`src/rtl/seg_display_arbiter.sv`:
```
// Four-source arbiter for a shared 4-digit BCD display with a minimum dwell per owner.
// Build option: define SEG_ARB_ROUNDROBIN_EN for round-robin; default is fixed priority (lowest index).
module seg_display_arbiter #(
    parameter int unsigned DWELL_CYCLES = 1000
) (
    input  logic        clk,
    input  logic        rst,
    input  logic [3:0]  req,
    input  logic [63:0] data,
    output logic [3:0]  grant,
    output logic [1:0]  owner_id,
    output logic [15:0] number,
    output logic        disp_en
);

    localparam logic [15:0] DWELL = 16'(DWELL_CYCLES);

    typedef enum logic [1:0] {IDLE, SHOW, HOLD} state_t;

    state_t      state_q, state_d;
    logic [3:0]  grant_q, grant_d;
    logic [1:0]  owner_q, owner_d;
    logic [15:0] number_q, number_d;
    logic [15:0] cnt_q, cnt_d;
    logic        disp_en_q, disp_en_d;

    logic        at_lim;
    logic [1:0]  start;
    logic [3:0]  contend;
    logic        take, go_idle;
    logic [1:0]  win;

    // First set bit of m, scanning upward from start with wrap-around.
    function automatic logic [1:0] pick(input logic [3:0] m, input logic [1:0] st);
        logic [1:0] w;
        logic [1:0] idx;
        logic       found;
        w     = st;
        found = 1'b0;
        for (int k = 0; k < 4; k++) begin
            idx = st + 2'(k);
            if (!found && m[idx]) begin
                w     = idx;
                found = 1'b1;
            end
        end
        return w;
    endfunction

    function automatic logic [15:0] sel(input logic [63:0] d, input logic [1:0] i);
        return d[{i, 4'b0000} +: 16];
    endfunction

    assign at_lim = (cnt_q == DWELL);

`ifdef SEG_ARB_ROUNDROBIN_EN
    assign start   = owner_q + 2'd1;
    assign contend = req & ~(4'b0001 << owner_q);
`else
    assign start   = 2'd0;
    assign contend = req & ((4'b0001 << owner_q) - 4'b0001);
`endif

    always_comb begin
        state_d   = state_q;
        grant_d   = grant_q;
        owner_d   = owner_q;
        number_d  = number_q;
        cnt_d     = at_lim ? cnt_q : cnt_q + 16'd1;
        take      = 1'b0;
        go_idle   = 1'b0;
        win       = owner_q;
        case (state_q)
            IDLE: begin
                cnt_d = '0;
                if (|req) begin
                    take = 1'b1;
                    win  = pick(req, start);
                end
            end
            SHOW: begin
                if (req[owner_q]) begin
                    if (at_lim && |contend) begin
                        take = 1'b1;
                        win  = pick(contend, start);
                    end else begin
                        number_d = sel(data, owner_q);
                    end
                end else if (!at_lim) begin
                    state_d = HOLD;
                end else if (|req) begin
                    take = 1'b1;
                    win  = pick(req, start);
                end else begin
                    go_idle = 1'b1;
                end
            end
            HOLD: begin
                // Owner re-asserting here does not resume early; only dwell expiry re-arbitrates.
                if (at_lim) begin
                    if (|req) begin
                        take = 1'b1;
                        win  = pick(req, start);
                    end else begin
                        go_idle = 1'b1;
                    end
                end
            end
            default: go_idle = 1'b1;
        endcase
        if (take) begin
            state_d  = SHOW;
            grant_d  = 4'b0001 << win;
            owner_d  = win;
            cnt_d    = '0;
            number_d = sel(data, win);
        end
        if (go_idle) begin
            state_d  = IDLE;
            grant_d  = '0;
            cnt_d    = '0;
            number_d = '0;
        end
        disp_en_d = |grant_d;
    end

    always_ff @(posedge clk) begin
        if (!rst) begin
            state_q   <= IDLE;
            grant_q   <= '0;
            owner_q   <= 2'd3;
            number_q  <= '0;
            cnt_q     <= '0;
            disp_en_q <= 1'b0;
        end else begin
            state_q   <= state_d;
            grant_q   <= grant_d;
            owner_q   <= owner_d;
            number_q  <= number_d;
            cnt_q     <= cnt_d;
            disp_en_q <= disp_en_d;
        end
    end

    assign grant    = grant_q;
    assign owner_id = owner_q;
    assign number   = number_q;
    assign disp_en  = disp_en_q;

endmodule

```
`config.mk`:
```
export PLATFORM = sky130hd
export DESIGN_NAME = seg_display_arbiter
export DESIGN_NICKNAME = d
export VERILOG_FILES = /design/src/rtl/seg_display_arbiter.sv
export SDC_FILE = /design/constraint.sdc
export NUM_CORES = 1
export LEC_CHECK = 0
export ABC_CLOCK_PERIOD_IN_PS = 3350
export CORE_ASPECT_RATIO = 0.7
export CORE_MARGIN = 10
export CORE_UTILIZATION = 39
export DETAILED_ROUTE_END_ITERATION = 7
export DONT_BUFFER_PORTS = 1
export PLACE_DENSITY_LB_ADDON = 0.3
export SYNTH_ARGS = -nofsm -noshare
export SYNTH_HDL_FRONTEND = slang
export SYNTH_SLANG_ARGS = --single-unit
```
`constraint.sdc`:
```
create_clock -name clk -period 3.35 [get_ports clk]
set_clock_uncertainty 0.2 [all_clocks]
set_input_delay 0.67 -clock clk [delete_from_list [all_inputs] [get_ports clk]]
set_output_delay 0.67 -clock clk [all_outputs]
set_load 0.01 [all_outputs]
```
Yosys cells after proc, flatten, opt, wreduce, memory -nomap -nowiden:

Cells that the tools add are included.

* add/sub/neg operators: 2
* $lt $le $gt $ge: 1
* equal/unequal tests: 6
* shift-type cells: 4
* muxes and demuxes: 84
* bitwise operators: 4
* reductions and logical operators: 37

Operators with widths (count)
* 64-bit by 7-bit indexed part select with 16-bit output: 2
* 16-bit two-way mux: 4
* 1-bit two-way mux: 59
* 2-bit two-way mux: 15
* 16-bit by 1-bit adder with 16-bit output (second input constant): 1
* 16-bit by 10-bit equality test with 1-bit output (second input constant): 1
* 4-bit OR reduction: 4
* 1-bit logical AND: 13
* 1-bit zero test: 12
* 3-bit AND reduction: 3
* 4-bit two-way mux: 2
* 1-bit by 2-bit left shift with 4-bit output (first input constant): 2
* 1-bit one-hot mux with 3 select lines: 2
* 2-bit one-hot mux with 3 select lines: 1
* 4-bit AND: 1
* 2-bit inequality test (second input constant): 2
* 2-bit nonzero test: 2
* 4-bit by 1-bit subtractor with 4-bit output (second input constant): 1
* 2-bit by 3-bit less-than comparator with 1-bit output (second input constant): 1
* 1-bit inverter: 3
* 3-bit OR reduction: 1
* 1-bit binary-select mux with 2-bit select: 1
* 2-bit by 1-bit equality test with 1-bit output (second input constant): 1
* 2-bit equality test (second input constant): 1
* other kinds (3): 3

* bits in registers: 41
* input port bits: 70
* output and inout port bits: 23

Depth between registers and ports, before layout:

* depth in word-level cells: 30
* gate-level depth with buffers: 12
* depth with buffers taken out: 9

Worst setup path after synthesis:

No wires, ideal clock.

* path kind: input to register
* start: input req[1]
* end: register number_q[0] (netlist: number[0])
* data arrival time: 2536 ps
* data required time: 3071 ps
* setup slack: 535 ps
* cell stages on the path: 8
* path buffers: 2
* cell sequence: nor4_2 -> o32a_1 -> o31a_2 -> buf_4 -> nor3b_1 -> buf_2 -> a32oi_1 -> o221ai_2

* cells in the longest elaborated chain, start to end: 22

RTL lines
* from (decl): line 8 `input logic [3:0] req,`
* 1-bit logical AND: line 42 `if (!found && m[idx]) begin`
* 1-bit two-way mux: line 42
* 1-bit two-way mux: line 91 `end else if (|req) begin`
* 1-bit two-way mux: line 89 `end else if (!at_lim) begin`
* 1-bit two-way mux: line 82 `if (req[owner_q]) begin`
* 1-bit two-way mux: line 73 `case (state_q)`
* 1-bit zero test: line 42
* 1-bit logical AND: line 42
* [... 6 more ...]
* 1-bit logical AND: line 42
* 2-bit two-way mux: line 42
* 2-bit two-way mux: line 91
* 2-bit two-way mux: line 89
* 2-bit two-way mux: line 82
* 2-bit one-hot mux with 3 select lines: line 73
* 64-bit by 7-bit indexed part select with 16-bit output: line 51 `return d[{i, 4'b0000} +: 16];`
* 16-bit two-way mux: line 111 `if (take) begin`
* to (signal assigned): line 139 `number_q <= number_d;`
* to (decl): line 23 `logic [15:0] number_q, number_d;`

Several ways; a longest one is shown, not always the timed one. The select of a mux whose other input is x is not followed.
A chain may end at the register's enable or synchronous reset.

Final worst setup path:

* start: register cnt_q[0]
* end: register number_q[10] (netlist: number[10])

* cells in the longest elaborated chain, start to end: 7

RTL lines
* from (decl): line 24 `logic [15:0] cnt_q, cnt_d;`
* from (signal assigned): line 140 `cnt_q <= cnt_d;`
* 16-bit by 10-bit equality test with 1-bit output (*): line 54 `assign at_lim = (cnt_q == DWELL);`
* 1-bit logical AND: line 83 `if (at_lim && |contend) begin`
* 2-bit two-way mux or 1-bit two-way mux (tied branches): line 83
* 2-bit two-way mux or 1-bit two-way mux (tied branches): line 82
* 2-bit one-hot mux with 3 select lines or 1-bit one-hot mux with 3 select lines (tied branches): line 73
* 64-bit by 7-bit indexed part select with 16-bit output, or another cell as far along: line 51
* 16-bit two-way mux or 3-bit AND reduction (tied branches)

Every way passes the cells marked *; elsewhere a longest branch is shown, timed or not.

==> flow_summary.json <==
{
  "hold_buffers": 0,
  "grt_usage": 0.124,
  "path_delay_family": "compound AO/OA/AOI/OAI gates",
  "max_freq_mhz": 321,
  "max_slew_margin": 0.513,
  "cp_num_buf_inv": 2,
  "finalHoldViolations": 0,
  "worst_setup_path_end_kind": "flip-flop",
  "synthMuxAreaShare": 0.0903,
  "busiest_layer": "met2",
  "slew_viol_final": 0,
  "syn-instance-count": 252,
  "clock_latency_ns": 0.30,
  "tritoncts": "yes",
  "antenna_found_initial": 0,
  "fin_ws_ns": 0.239,
  "grt_max_degree": 18,
  "worstPathArrival_ns": 3.08,
  "die_h_um": 85.0,
  "gp_congestion": 0.872,
  "yosys_warnings": 0,
  "hp-class": "in2reg",
  "layout_min_cycle_time_ns": 3.11,
  "drt_wl_total_um": 6420,
  "place_ws_ns": 0.125,
  "met1_usage": 0.165,
  "ys_ff_latch": 41,
  "switching_share": 0.379,
  "clockRootBuffer": "clkbuf_8",
  "port_buffers": 0,
  "pwr-share-comb": 0.367,
  "max_stage_delay_ns": 0.39,
  "outcome": "completed",
  "fin_setup_tns_ns": 0,
  "route.detailed.drc": 0,
  "numCtsBuffers": 5,
  "overflow": 0,
  "final_area_um2": 2590,
  "cts_sinks": 41,
  "synth_adder_area_share": 0.0106,
  "path_clk_slew_ns": 0.08,
  "critical_path.max_fanout": 11,
  "n_antenna_cell": 0,
  "dpl_cell_area_um2": 2420,
  "layout.nets": 328,
  "p_clk_frac": 0.223,
  "power.switching_uw": 718,
  "rsz0062_at_grt": "false",
  "h-tree-depth": 2,
  "globalRouteMet2Util": 0.169,
  "ant_nets": 0,
  "seq_power_share": 0.410,
  "start_util": 0.407,
  "core_area_um2": 5780,
  "yosys.area_share.xor_xnor": 0.0558,
  "postSynthAreaPerCell_um2": 9.35,
  "totalPowerFinal_uw": 1890,
  "grt_pass1_wl_um": 9990,
  "fillCellCount": 579,
  "cp-start-kind": "flip-flop",
  "first_pass_iters": 4,
  "cap_violations": 0,
  "worst_pin_slew_ns": 0.730,
  "post-route-period-util": 0.929,
  "synth_cell_types": 52,
  "met3_usage": 0.0506,
  "internal-power_uw": 1180,
  "grt_pass1_vias": 1884,
  "drive_gt1_frac": 0.160,
  "num_vias": 1907,
  "critical_path.cell_chain": "inv_1, ha_1, nor3b_1, nand4_2, o21a_1, o31a_2, mux2i_4, buf_4, mux2i_1, o221ai_1",
  "dieWidth_um": 113,
  "syn_nets": 324,
  "rows": 23,
  "synth_compound_area_frac": 0.229,
  "peakVddDrop_mv": 0.292,
  "syn_area_um2": 2360,
  "numPlacedInstances": 318,
  "synth_top_family_by_area": "compound AO/OA/AOI/OAI gates",
  "crit_type": "reg2reg",
  "setup_viol": 0,
  "cp.required_ns": 3.32,
  "hpwlAfterDp_um": 4860,
  "yosys.area_share.simple": 0.183,
  "first_iter_violations": 122,
  "clockBufferDepth": 2,
  "routedWlPerCell_um": 19.3,
  "critPathSlowestCell": "o31a_2",
  "dieArea_um2": 9600,
  "ios": 93,
  "p_leak_uw": 0.000995,
  "area_growth_pct": 9.93,
  "power_density_nw_per_um2": 732,
  "viasPerCell": 5.74,
  "seq_area_frac_synth": 0.348,
  "layout.cells.non_filler": 332
}
per-layer routing:
layer	share of wire	up-vias
met5	0	-
met4	0.022	0
met3	0.085	14
met2	0.42	58
met1	0.47	896
li1	-	939
final cells by class:
| cell class | instances | area [um^2] | area share |
|---|---|---|---|
| clock buffer | 6 | 82.6 | 0.0319 |
| clock inverter | 2 | 37.5 | 0.0145 |
| inverter | 23 | 86.3 | 0.0333 |
| multi-input combinational | 171 | 1350 | 0.522 |
| sequential | 41 | 821 | 0.317 |
| tap | 75 | 93.8 | 0.0362 |
| timing repair buffer | 14 | 118 | 0.0454 |
state kept, by name, summed over array words and instances, names as in the netlist:
signal	flops
owner_id	2
state_q	2
grant	4
cnt_q	16
disp_en	1
number	16
Yosys cell counts (all sizes together):
library cell,instances,area (um^2)
nor4b,2,17.5
nand4,4,31.3
o21a,1,7.51
nor3b,3,22.5
dfxtp,41,821
xor2,10,87.6
nand2,8,30.0
nand2b,2,12.5
nand3b,1,7.51
a211oi,1,7.51
a2111oi,2,23.8
ha,2,25.0
mux2i,20,213
a22oi,4,30.0
and3,4,25.0
buf,13,92.6
o211ai,2,15.0
o22a,1,8.76
a31oi,1,6.26
nand4b,1,8.76
inv,23,86.3
and4bb,1,12.5
a21o,1,7.51
or2,1,6.26
nor3,2,21.3
nor2b,1,6.26
o221ai,17,211
a21oi,6,30.0
o21bai,1,7.51
and4,2,17.5
nand3,7,35.0
o31a,1,10.0
o22ai,1,6.26
a2bb2oi,2,17.5
clkbuf,4,16.3
or3b,2,17.5
nor2,32,120
nor4,3,40.0
o32a,1,10.0
xnor2,5,43.8
a32oi,16,140
power by group through the flow:
stage	logic, uW	registers, uW	clock network, uW
final	695	777	423
after global routing	765	793	451
after CTS	645	780	428
after detailed placement	641	789	0
after global placement	632	790	0
after floorplan	541	744	0
path summary, 6_finish.rpt:
check        startpoint           to  slack (ns)  depth (start not counted)
max            cnt_q[0]   number[10]        0.24                         10
min                 rst  owner_id[1]        0.24                          1
max reg2reg    cnt_q[0]   number[10]        0.24                         10
min reg2reg    cnt_q[9]     cnt_q[9]        0.33                          2
cell families after synthesis:
| kind of cell | count (synthesis) |
|---|---|
| buf+inv | 40 |
| simple gates | 76 |
| fa+ha+maj | 2 |
| xor+xnor | 15 |
| mux | 20 |
| flops | 41 |
| compound gates | 58 |
cell usage in the layout, fill, tap and decap left out, types with 2 or more instances in the layout:
cell	Yosys	routed
nor3b_1	3	2
nand4_1	3	3
dfxtp_1	41	41
o221ai_1	7	7
nand2b_1	2	2
xor2_1	10	10
a22oi_1	4	4
and4_1	2	2
buf_4	6	13
o221ai_2	10	10
inv_1	23	23
xnor2_1	5	5
nor4b_1	2	2
nor2_1	32	32
ha_1	2	2
mux2i_1	19	19
nand2_1	8	8
nand3_1	7	7
and3_1	4	4
a2bb2oi_1	2	2
o211ai_1	2	2
a21oi_1	6	6
a32oi_1	16	16
clkbuf_8	0	6
what timing repair did:
action / in CTS / in global routing
endpoints found under the setup margin: 0 / 16
resized for setup: 0 / 1
hold endpoints to repair: 0 / 0
setup buffers: 0 / 6
stage by stage:
| step | util | hold WS, ns |
|---|---|---|
| finish | 0.448 | 0.235 |
| global route | 0.448 | 0.250 |
| CTS | 0.439 | 0.235 |
| detailed placement | 0.418 | 0.312 |
| global placement | 0.418 | 0.298 |
| floorplan | - | 0.278 |
Note: power is estimated with default switching activity, not from simulation.
